`src/rtl/pdm_dac.sv`:
```
// rtl/pdm_dac.sv - PCM-to-PDM transmitter with two-entry holding path and first-order modulator
// Optional LFSR dither carry-in enabled by defining PDM_DAC_DITHER_EN.
module pdm_dac #(
  parameter int SAMPLE_DEPTH = 16,
  parameter int CLK_DIV      = 4,
  parameter int OSR          = 64
) (
  input  logic                    clk,
  input  logic                    rst,
  input  logic [SAMPLE_DEPTH-1:0] in_sample,
  input  logic                    in_valid,
  output logic                    in_ready,
  output logic                    pdm_clk,
  output logic                    pdm_out,
  output logic                    underrun
);

  localparam int DIV_W = (CLK_DIV > 2) ? $clog2(CLK_DIV) : 1;
  localparam int BIT_W = (OSR > 2) ? $clog2(OSR) : 1;
  localparam int N     = SAMPLE_DEPTH;

  logic [DIV_W-1:0] r_div_cnt;
  logic [BIT_W-1:0] r_bit_cnt;
  logic             r_pdm_clk;
  logic             r_pdm_out;
  logic             r_in_ready;
  logic             r_underrun;
  logic [N-1:0]     r_acc;
  logic [N-1:0]     r_cur;
  logic [N-1:0]     r_next;
  logic             r_next_full;

  logic [DIV_W-1:0] w_div_nxt;
  logic             w_strobe;
  logic             w_boundary;
  logic             w_xfer;
  logic             w_next_full_nxt;
  logic [N-1:0]     w_sel;
  logic [N-1:0]     w_u;
  logic [N:0]       w_sum;
  logic             w_cin;

  always_comb begin
    w_strobe   = (r_div_cnt == DIV_W'(CLK_DIV - 1));
    w_div_nxt  = w_strobe ? '0 : r_div_cnt + 1'b1;
    w_boundary = w_strobe && (r_bit_cnt == '0);
    w_xfer     = in_valid && r_in_ready;

    // A boundary only ever drains a sample that was already registered.
    w_next_full_nxt = r_next_full;
    if (w_boundary && r_next_full) begin
      w_next_full_nxt = 1'b0;
    end else if (w_xfer) begin
      w_next_full_nxt = 1'b1;
    end

    w_sel = r_cur;
    if (w_boundary) begin
      w_sel = r_next_full ? r_next : '0;
    end

    w_u   = w_sel ^ {1'b1, {(N-1){1'b0}}};
    w_sum = {1'b0, r_acc} + {1'b0, w_u} + {{N{1'b0}}, w_cin};
  end

`ifdef PDM_DAC_DITHER_EN
  logic [15:0] r_lfsr;
  logic        w_lfsr_fb;

  assign w_lfsr_fb = r_lfsr[15] ^ r_lfsr[13] ^ r_lfsr[12] ^ r_lfsr[10];
  assign w_cin     = r_lfsr[0];

  always_ff @(posedge clk or posedge rst) begin
    if (rst) begin
      r_lfsr <= 16'hACE1;
    end else if (w_strobe) begin
      r_lfsr <= {r_lfsr[14:0], w_lfsr_fb};
    end
  end
`else
  assign w_cin = 1'b0;
`endif

  always_ff @(posedge clk or posedge rst) begin
    if (rst) begin
      r_div_cnt <= '0;
      r_pdm_clk <= 1'b0;
    end else begin
      r_div_cnt <= w_div_nxt;
      r_pdm_clk <= (w_div_nxt >= DIV_W'(CLK_DIV / 2));
    end
  end

  always_ff @(posedge clk or posedge rst) begin
    if (rst) begin
      r_next      <= '0;
      r_next_full <= 1'b0;
      r_in_ready  <= 1'b1;
    end else begin
      if (w_xfer) begin
        r_next <= in_sample;
      end
      r_next_full <= w_next_full_nxt;
      r_in_ready  <= !w_next_full_nxt;
    end
  end

  always_ff @(posedge clk or posedge rst) begin
    if (rst) begin
      r_bit_cnt  <= '0;
      r_cur      <= '0;
      r_acc      <= '0;
      r_pdm_out  <= 1'b0;
      r_underrun <= 1'b0;
    end else if (w_strobe) begin
      r_bit_cnt <= (r_bit_cnt == BIT_W'(OSR - 1)) ? '0 : r_bit_cnt + 1'b1;
      r_cur     <= w_sel;
      r_acc     <= w_sum[N-1:0];
      r_pdm_out <= w_sum[N];
      if (w_boundary && !r_next_full) begin
        r_underrun <= 1'b1;
      end
    end
  end

  assign in_ready = r_in_ready;
  assign pdm_clk  = r_pdm_clk;
  assign pdm_out  = r_pdm_out;
  assign underrun = r_underrun;

endmodule

```
`config.mk`:
```
export PLATFORM = sky130hd
export DESIGN_NAME = pdm_dac
export DESIGN_NICKNAME = d
export VERILOG_FILES = /design/src/rtl/pdm_dac.sv
export SDC_FILE = /design/constraint.sdc
export NUM_CORES = 1
export LEC_CHECK = 0
export ABC_AREA = 1
export BUFFER_PORTS_ARGS = -buffer_cell sky130_fd_sc_hd__buf_2
export CAP_MARGIN = 30
export CORE_MARGIN = 10
export CORE_UTILIZATION = 30
export CTS_BUF_LIST = sky130_fd_sc_hd__clkbuf_4
export DETAILED_ROUTE_END_ITERATION = 12
export HOLD_SLACK_MARGIN = 0.02
export PLACE_DENSITY = 0.56
export SETUP_SLACK_MARGIN = 0.15
export SYNTH_ARGS = -nofsm -noshare
export SYNTH_HDL_FRONTEND = slang
export SYNTH_SLANG_ARGS = --single-unit
```
`constraint.sdc`:
```
create_clock -name clk -period 4.2 [get_ports clk]
set_input_delay 0.21 -clock clk [delete_from_list [all_inputs] [get_ports clk]]
set_output_delay 0.21 -clock clk [all_outputs]
set_load 0.005 [all_outputs]
```
==> flow_metrics.py, run 1 <==
metrics = {
    "final_layout": {
        "multiInputGateArea_mm2": 0.00153,
        "fin_nets": 521,
        "area_delta_synth_final_pct": 16.7,
        "seq_area_mm2": 0.00150,
        "fin_util_pct": 36.2,
        "drive_gt1_share_pct": 11.5,
        "fillCellCount": 1128,
    },
    "synth": {
        "ys.warnings.count": 0,
        "synth_area_mm2": 0.00341,
        "syn_nets": 477,
        "ys.flop_type": "dfrtp_1",
        "synth.distinct_cells": 34,
        "synth_edf_count": 0,
        "seq_area_frac_synth_pct": 44.1,
        "syn_avg_cell_area_um2": 7.78,
        "ys_seq_elements": 60,
        "synthArstFlopShare_pct": 100,
        "synthCells": 438,
    },
    "worst_hold_path": {
        "hold_path.class": "in2async",
    },
    "pwr": {
        "p_leak_uw": 0.00245,
        "power_density_mw_per_mm2": 305,
        "ir_worst_vdd_uv": 169,
        "p_total_uw": 1210,
    },
    "critical_path": {
        "crit_slowest_cell": "nor2_8",
        "critical_path.max_stage_delay_ns": 0.42,
        "cp_cell_sequence": "ha_1 -> buf_4 -> nand4_4 -> nor2_8 -> a22oi_2 -> inv_1 -> ha_1 -> inv_1 -> fa_1 -> inv_1 -> nand3_1 -> nand3_1 -> nand3_1 -> nand3_1 -> nand2_1 -> nand3_1 -> nand2_1",
        "start_kind": "register",
        "critPathMostFrequentCell": "nand3_1",
        "crit_fanout": 21,
        "r2r_cells": 17,
        "end_kind": "register",
        "required_ns": 4.51,
        "cp.arrival_ns": 3.45,
        "critPathKind": "reg2reg",
    },
    "clocking": {
        "numCtsBuffers": 9,
        "cts_root_buf": "clkbuf_4",
        "cts_hold_buf": 17,
        "clk_latency_ns": 0.41,
        "cts_setup_buffers": 0,
        "clock_sinks": 60,
        "cts_buffer_depth": 2,
        "post_cts_resized": 0,
        "cts.clk_slew.worst_paths_ns": 0.11,
        "cts_tree": "built",
        "h-tree-depth": 3,
    },
    "sta": {
        "worst_pin_slew_ns": 0.725,
        "hold_ws_ns": 0.289,
        "fin_worst_skew_ns": 0.0120,
        "fmax_mhz": 318,
        "fin_tns_setup_ns": 0,
        "period_share_pct": 74.8,
        "rsz0062_at_grt": "no",
        "fin_crit_ns": 3.14,
        "hold_viol_final": 0,
        "slew_violations": 0,
        "setup_viol": 0,
        "slew_headroom_pct": 51.6,
        "setup_ws_ns": 1.06,
    },
    "die": {
        "core_mm2": 0.0110,
        "die-area_mm2": 0.0160,
        "core.rowCount": 38,
        "initial_core_util_pct": 31.0,
        "die_w_um": 127,
        "io_pins": 23,
        "die_h_um": 127,
    },
    "global_routing": {
        "gr-total-overflow": 0,
        "grt_max_degree": 46,
        "grt_use_total_pct": 9.06,
        "grt_pass1_wl_um": 12300,
        "antenna_found_initial": 1,
        "grt_pass1_vias": 2704,
    },
    "placed_design": {
        "finalWeightedCongestion": 0.807,
        "port_buffers": 22,
        "dp_slack_ns": 1.06,
        "hpwl_um": 5030,
    },
    "flow_run": {
        "cap_violations": 0,
    },
    "routing": {
        "drcViolationCount": 0,
        "drtIter0Drc": 84,
        "first_pass_iters": 4,
        "wl_per_cell_um": 10.8,
        "via_count": 2719,
        "final_antenna_net_count": 0,
        "drt-total-wl_um": 6790,
        "detail_route.vias_per_cell": 4.33,
    },
    "status": {
        "outcome": "finished clean",
    },
}
==> cells in the final DEF (no fill, tap or decap), types with 2 or more instances in the layout <==
cell and n:
inv_2 2, xnor2_1 3, clkinv_1 3, o21ai_0 8
buf_2 22, or2_0 2, nand2_1 166, a22oi_1 5
nor2_2 2, dfrtp_1 59, a22oi_2 9, nor2_1 19
bufinv_16 2, dlygate4sd3_1 17, nor3_1 5, nand3_1 23
a21oi_1 10, nand3b_1 2, inv_1 82, buf_4 2
ha_1 19, clkbuf_4 10
==> worst paths after layout <==
path | startpoint | end | slack [ns]
setup / recovery | r_div_cnt[0] | r_acc[12] | 1.06
hold / removal | rst | r_next[3] | 0.29
setup reg to reg | r_div_cnt[0] | r_acc[12] | 1.06
hold reg to reg | r_div_cnt[0] | r_div_cnt[0] | 0.43
max in group asynchronous | rst | r_acc[11] | 3.01
min in group clk | in_valid | r_next[4] | 0.43
==> state kept, by name, indices dropped and copies added (netlist names) <==
signal and cells:
r_bit_cnt 6, r_acc 16, pdm_out 1, r_next_full 1
in_ready 1, underrun 1, r_next 16, r_cur 16
r_div_cnt 2
==> worst max-delay path, delay by kind of cell, from the launching register on <==
| kind | cells | cell delay [ns] |
|---|---|---|
| AO/OA/AOI/OAI | 1 | 0.10 |
| adder cells (fa/ha/maj) | 3 | 0.66 |
| buffers and inverters | 4 | 0.50 |
| AND/OR/NAND/NOR | 9 | 1.41 |
| flip-flops | 1 | 0.36 |
==> Yosys cell counts, types with 2 or more instances <==
library cell,count,share of area (%)
a21oi_1,10,1.5
nand3_1,23,3.4
xnor2_1,3,0.77
a22oi_2,9,3.3
o21ai_0,8,1.2
nand2_1,166,18
dfrtp_1,59,43
nor2_2,2,0.37
nor3_1,5,0.73
nor2_1,19,2.1
clkbuf_1,5,0.55
or2_0,2,0.37
nand3b_1,2,0.44
inv_1,83,9.1
a22oi_1,5,1.1
ha_1,19,7.0
==> where the power goes <==
| group | total, uW | internal [uW] | switching (uW) |
|---|---|---|---|
| registers | 665 | 630 | 35.4 |
| logic | 87.5 | 40.3 | 47.2 |
| clock network | 460 | 242 | 217 |
==> per-stage QoR <==
| stage | area (um^2) | std cells |
|---|---|---|
| 3_3_place_gp | 3650 | 594 |
| 3_5_place_dp | 3650 | 594 |
| 6_report | 3980 | 628 |
| 5_1_grt | 3980 | 628 |
| 4_1_cts | 3970 | 627 |
| 2_1_floorplan | 3410 | 438 |
==> metal layers <==
layer,GRT usage [%],share of wire [%],vias up
met1,11.8,52,1231
met2,13.6,43,29
li1,-,-,1443
met4,5.22,2.7,0
met3,1.83,2.5,16
met5,0,0,-
==> logic make-up (layout without fill, tap and decap cells) <==
family	count (synthesis)	count (layout)	share of synthesized area (%)
buffers and inverters	92	141	10.9
adder cells (fa/ha/maj)	20	20	7.57
AO/OA/AOI/OAI	36	36	8.52
XOR/XNOR	4	4	1.03
AND/OR/NAND/NOR	226	226	27.8
other	0	1	0
flip-flops	60	60	44.1
==> area by class of cell <==
type / count / share of cell area (%)
tap: 140 / 4.41
clock inverter: 6 / 1.98
antenna: 1 / 0.0630
clock buffer: 10 / 1.89
sequential: 60 / 37.8
multi-input combinational: 286 / 38.5
timing repair buffer: 41 / 7.43
inverter: 84 / 7.93
Power figures use the tool's default switching activity.
==> inputs of run 2 (changes only) <==
--- a/config.mk
+++ b/config.mk
@@ -13,7 +13,7 @@
 export CTS_BUF_LIST = sky130_fd_sc_hd__clkbuf_4
 export DETAILED_ROUTE_END_ITERATION = 12
 export HOLD_SLACK_MARGIN = 0.02
-export PLACE_DENSITY = 0.56
+export PLACE_DENSITY = 0.58
 export SETUP_SLACK_MARGIN = 0.15
 export SYNTH_ARGS = -nofsm -noshare
 export SYNTH_HDL_FRONTEND = slang
==> constraint.sdc (replaced) <==
create_clock -name clk -period 2.7 [get_ports clk]
set_input_delay 0.135 -clock clk [delete_from_list [all_inputs] [get_ports clk]]
set_output_delay 0.135 -clock clk [all_outputs]
set_load 0.005 [all_outputs]
==> run 2 against run 1 <==
Effect of this change: register-to-register slack worse by 0.81 ns; global-route usage is 0.87 points higher; hold slack got worse by 0.14 ns; worst setup slack worse by 0.81 ns; die area unchanged; first-iteration DRC count up 88%; non-clock buffer count grew 25; clock-buffer cell count shrank 1; critical path depth shrank 1; routed wire length grew 16%; maximum frequency up 28%; sequential share of layout area down 4.5 points.
==> flow_metrics.py, run 2 (same netlist as run 1, synthesis figures left out) <==
metrics = {
    "status": {
        "outcome": "finished clean",
    },
    "routing": {
        "first_pass_iters": 4,
        "drtIter0Drc": 158,
        "detail_route.vias_per_cell": 4.44,
        "via_count": 2901,
        "drcViolationCount": 0,
        "wl_per_cell_um": 12.0,
        "final_antenna_net_count": 0,
        "drt-total-wl_um": 7850,
    },
    "final_layout": {
        "final_cell_mix": "156 x nand2_1, 69 x inv_1, 59 x dfrtp_1",
        "fin_cells": 653,
        "top_regs": "r_acc x16, r_cur x16, r_next x16",
        "fin_nets": 546,
        "area_delta_synth_final_pct": 32.6,
        "final_common_cell": "nand2_1",
        "drive_gt1_share_pct": 27.9,
    },
    "die": {
        "die-area_mm2": 0.0160,
        "die_h_um": 127,
        "io_pins": 23,
        "initial_core_util_pct": 31.0,
        "core.rowCount": 38,
        "die_w_um": 127,
        "core_mm2": 0.0110,
    },
    "sta": {
        "rsz0062_at_grt": "yes",
        "period_share_pct": 90.9,
        "slew_headroom_pct": 52.6,
        "fin_tns_setup_ns": 0,
        "worst_pin_slew_ns": 0.711,
        "setup_viol": 0,
        "fin_crit_ns": 2.45,
        "slew_violations": 0,
        "fin_worst_skew_ns": 0.0223,
        "hold_viol_final": 0,
        "fmax_mhz": 407,
    },
    "global_routing": {
        "gr-total-overflow": 0,
        "grt_use_total_pct": 9.93,
        "grt_pass1_wl_um": 13300,
        "antenna_found_initial": 1,
        "grt_pass1_vias": 2888,
        "grt_max_degree": 41,
    },
    "clocking": {
        "h-tree-depth": 3,
        "clk_latency_ns": 0.43,
        "cts_tree": "built",
        "cts_buffer_depth": 2,
        "cts.clk_slew.worst_paths_ns": 0.12,
        "clock_sinks": 60,
        "cts_root_buf": "clkbuf_4",
        "numCtsBuffers": 9,
    },
    "flow_run": {
        "cap_violations": 0,
    },
    "critical_path": {
        "crit_fanout": 8,
        "critPathTopFamily": "simple AND/OR/NAND/NOR gates",
        "r2r_cells": 16,
        "crit_slowest_cell": "dfrtp_1",
        "end_kind": "register",
        "critPathKind": "reg2reg",
        "cp_cell_sequence": "inv_2 -> ha_4 -> nand4_4 -> buf_12 -> buf_6 -> a22oi_2 -> inv_1 -> ha_2 -> inv_1 -> fa_2 -> inv_2 -> nand2_1 -> nand3_2 -> or2_2 -> nand3_1 -> nand2_1",
        "cp_num_buf_inv": 6,
        "r2r_slack_ns": 0.25,
        "critical_path.max_stage_delay_ns": 0.41,
        "required_ns": 3.03,
        "rr_startpoint": "r_bit_cnt[1]",
        "cp.arrival_ns": 2.78,
        "start_kind": "register",
        "r2r-end": "r_acc[6]",
    },
    "worst_hold_path": {
        "hold_depth": 5,
        "min_to": "r_next[14]",
        "worstHoldStart": "in_valid",
        "hold_path.class": "in2reg",
    },
    "pwr": {
        "p_leak_uw": 0.00258,
        "p_total_uw": 1750,
        "ir_worst_vdd_uv": 306,
        "power_density_mw_per_mm2": 388,
    },
    "placed_design": {
        "hpwl_um": 5440,
        "port_buffers": 22,
        "post-place-cells": 600,
        "finalWeightedCongestion": 0.806,
    },
}
[run 2: per-stage QoR]
step | setup WS, ns | hold WS (ns) | cell area, um^2 | utilization [%]
final | 0.245 | 0.147 | 4520 | 41.1
after global routing | 0.0711 | 0.145 | 4520 | 41.1
after CTS | 0.154 | 0.126 | 4310 | 39.2
after detailed placement | 0.0315 | 0.195 | 3710 | 33.7
after global placement | 0.115 | 0.192 | 3710 | 33.7
after floorplan | 0.174 | 0.245 | 3410 | -
[run 2: worst register-to-register path, cell delays in order (launching register included)]
cell	delay, ns
dfrtp_1	0.41
inv_2	0.09
ha_4	0.14
nand4_4	0.10
buf_12	0.17
buf_6	0.12
a22oi_2	0.17
inv_1	0.07
ha_2	0.17
inv_1	0.07
fa_2	0.20
inv_2	0.05
nand2_1	0.08
nand3_2	0.11
or2_2	0.30
nand3_1	0.07
nand2_1	0.05
[run 2: worst max-delay path by stage]
stage                       startpoint   endpoint  slack (ns)  depth (start not counted)
after global placement    r_bit_cnt[1]   r_acc[6]        0.12                         14
after detailed placement  r_bit_cnt[1]   r_acc[6]        0.03                         15
final                     r_bit_cnt[1]   r_acc[6]        0.25                         16
after global routing      r_bit_cnt[1]  r_acc[13]        0.07                         18
after floorplan           r_bit_cnt[0]  r_acc[12]        0.17                         18
after CTS                 r_div_cnt[1]  r_acc[15]        0.15                         16
[run 2: cell type report]
type                            instances  area, um^2
Fill cell                            1063        6470
Multi-Input combinational cell        286        1830
Sequential cell                        60        1500
Timing Repair Buffer                   66         572
Inverter                               84         315
Tap cell                              140         175
Clock buffer                            9        67.6
Clock inverter                          7        52.6
Antenna cell                            1        2.50
[run 2: what timing repair did]
action / CTS / global route
hold buffers: 17 / 0
endpoints found under the setup margin: 12 / 14
gates resized for setup: 33 / 43
hold endpoints to repair: 75 / 0
setup buffers: 11 / 7
gates cloned: 1 / 0
pin swaps: 8 / 18
[run 2: power by group]
part / switching [uW] / internal (uW)
registers: 59.4 / 980
clock network: 382 / 191
logic: 75.6 / 65.1
total: 517 / 1240
[run 2: layer usage]
metal | routed length, um | GRT usage, % | vias to the layer above
li1 | - | - | 1490
met1 | 3790 | 12.6 | 1355
met2 | 3630 | 15.5 | 42
met3 | 215 | 1.62 | 14
met4 | 207 | 5.96 | 0
met5 | 0 | 0 | -
==> inputs of run 3 (changes only) <==
--- a/config.mk
+++ b/config.mk
@@ -14,6 +14,7 @@
 export DETAILED_ROUTE_END_ITERATION = 12
 export HOLD_SLACK_MARGIN = 0.02
 export PLACE_DENSITY = 0.58
+export RECOVER_POWER = 25
 export SETUP_SLACK_MARGIN = 0.15
 export SYNTH_ARGS = -nofsm -noshare
 export SYNTH_HDL_FRONTEND = slang
==> run 3 against run 2 <==
Effect of this change: clock power is essentially flat; maximum frequency rose by 0.13%; first-iteration DRC count shrank 15%; worst setup slack improved by 0.0032 ns; hold slack worse by 0.0028 ns; global-route usage unchanged; via count grew 0.14%; sequential share of layout area about the same; routed wire length up 0.17%; total power barely moved; flip-flop and latch count unchanged; critical path type unchanged; highest routed layer unchanged.
==> flow_metrics.py, run 3 (same netlist as run 1, synthesis figures left out) <==
metrics = {
    "status": {
        "outcome": "finished clean",
    },
    "routing": {
        "first_pass_iters": 4,
        "drt-total-wl_um": 7860,
        "detail_route.vias_per_cell": 4.45,
        "drcViolationCount": 0,
        "wl_per_cell_um": 12.0,
        "drtIter0Drc": 135,
        "via_count": 2905,
        "final_antenna_net_count": 0,
    },
    "critical_path": {
        "start_kind": "register",
        "critPathKind": "reg2reg",
        "cp.arrival_ns": 2.78,
        "rr_startpoint": "r_bit_cnt[1]",
        "end_kind": "register",
        "crit_fanout": 8,
        "r2r_cells": 16,
        "required_ns": 3.03,
        "r2r_slack_ns": 0.25,
        "r2r-end": "r_acc[6]",
    },
    "pwr": {
        "internal-power_uw": 1230,
        "p_total_uw": 1750,
        "power_density_mw_per_mm2": 389,
        "power_switching_uw": 518,
        "combPwrFrac_pct": 7.9,
        "sw_frac_of_total_pct": 29.5,
        "p_clk_share_pct": 32.7,
        "power.share.sequential_pct": 59.4,
        "p_leak_uw": 0.00258,
        "ir_worst_vdd_uv": 306,
    },
    "sta": {
        "worst_pin_slew_ns": 1.08,
        "setup_viol": 0,
        "fin_crit_ns": 2.45,
        "fin_tns_setup_ns": 0,
        "hold_viol_final": 0,
        "fmax_mhz": 408,
        "rsz0062_at_grt": "yes",
        "slew_headroom_pct": 28.1,
        "fin_worst_skew_ns": 0.0213,
        "period_share_pct": 90.8,
        "slew_violations": 0,
    },
    "clocking": {
        "h-tree-depth": 3,
        "cts_tree": "built",
        "cts.clk_slew.worst_paths_ns": 0.12,
        "clk_latency_ns": 0.44,
        "cts_root_buf": "clkbuf_4",
        "cts_buffer_depth": 2,
        "numCtsBuffers": 9,
        "clock_sinks": 60,
    },
    "worst_hold_path": {
        "hold_path.class": "in2reg",
        "hold_depth": 5,
        "worstHoldStart": "in_valid",
        "min_to": "r_next[14]",
    },
    "global_routing": {
        "grt_pass1_vias": 2888,
        "gr-total-overflow": 0,
        "grt_use_total_pct": 9.93,
        "grt_max_degree": 41,
        "grt_pass1_wl_um": 13300,
        "antenna_found_initial": 1,
    },
    "placed_design": {
        "port_buffers": 22,
        "placed_area_mm2": 0.00371,
        "hpwl_um": 5440,
        "finalWeightedCongestion": 0.806,
        "post-place-cells": 600,
    },
    "final_layout": {
        "area_delta_synth_final_pct": 32.4,
        "top_regs": "r_acc x16, r_cur x16, r_next x16",
        "fin_nets": 546,
        "final_design_area_no_fill_mm2": 0.00451,
        "drive_gt1_share_pct": 27.5,
        "final_common_cell": "nand2_1",
        "fin_cells": 653,
        "final_cell_mix": "156 x nand2_1, 70 x inv_1, 59 x dfrtp_1",
    },
    "die": {
        "initial_core_util_pct": 31.0,
        "core.rowCount": 38,
        "core_mm2": 0.0110,
        "die-area_mm2": 0.0160,
        "die_h_um": 127,
        "io_pins": 23,
        "die_w_um": 127,
    },
    "flow_run": {
        "cap_violations": 0,
    },
}
==> run 3: changes by cell type in the layout (fill, tap and decap cells not counted), sizes merged <==
| cell | before | now |
|---|---|---|
| buf | 49 | 47 |
| clkbuf | 9 | 11 |
==> run 3: layout make-up <==
cell class | count | area, um^2
clock buffers | 9 | 67.6
fillers | 1064 | 6470
well taps | 140 | 175
diodes | 1 | 2.50
clock inverters | 7 | 52.6
flip-flops and latches | 60 | 1500
inverters | 84 | 315
multi-input cells | 286 | 1830
repair buffers | 66 | 566
==> run 3: power groups by stage <==
stage / Clock (uW) / Combinational (uW) / Sequential, uW
after floorplan: 0 / 87.7 / 1040
after global placement: 0 / 121 / 1050
after detailed placement: 0 / 126 / 1050
after CTS: 590 / 145 / 1040
after global routing: 633 / 167 / 1050
final: 573 / 139 / 1040
==> run 3: worst max path at each step <==
stage,endpoint,slack [ns],cells after the start,from
after floorplan,r_acc[12],0.17,18,r_bit_cnt[0]
after global placement,r_acc[6],0.12,14,r_bit_cnt[1]
after detailed placement,r_acc[6],0.03,15,r_bit_cnt[1]
after CTS,r_acc[15],0.15,16,r_div_cnt[1]
after global routing,r_acc[13],0.07,18,r_bit_cnt[1]
final,r_acc[6],0.25,16,r_bit_cnt[1]
==> run 3: per-layer routing <==
layer	up-vias	part of all wire [%]	global-route usage, %
li1	1489	-	-
met4	0	2.5	5.96
met2	44	46	15.5
met5	-	0	0
met1	1360	49	12.6
met3	12	2.8	1.62
==> run 3: critical path, stage by stage (launching register included) <==
cell     delay [ns]
dfrtp_1        0.41
inv_2          0.09
ha_4           0.14
nand4_4        0.10
buf_12         0.17
buf_6          0.11
a22oi_2        0.17
inv_1          0.07
ha_2           0.17
inv_1          0.07
fa_2           0.20
inv_2          0.05
nand2_1        0.08
nand3_2        0.11
or2_2          0.29
nand3_1        0.07
nand2_1        0.05
==> run 3: per-stage QoR <==
stage | hold WS [ns] | worst slack [ns] | utilization (%)
after floorplan | 0.245 | 0.174 | -
after global placement | 0.192 | 0.115 | 33.7
after detailed placement | 0.195 | 0.0315 | 33.7
after CTS | 0.126 | 0.154 | 39.2
after global routing | 0.145 | 0.0711 | 41.1
final | 0.145 | 0.248 | 41.1
==> run 3: timing repair <==
item | 4_1_cts | 5_1_grt
resized for setup | 33 | 43
endpoints found under the setup margin | 12 | 14
pin swaps | 8 | 18
buffers inserted | 11 | 7
hold buffers | 17 | 0
cloned | 1 | 0
endpoints found under the hold margin | 75 | 0
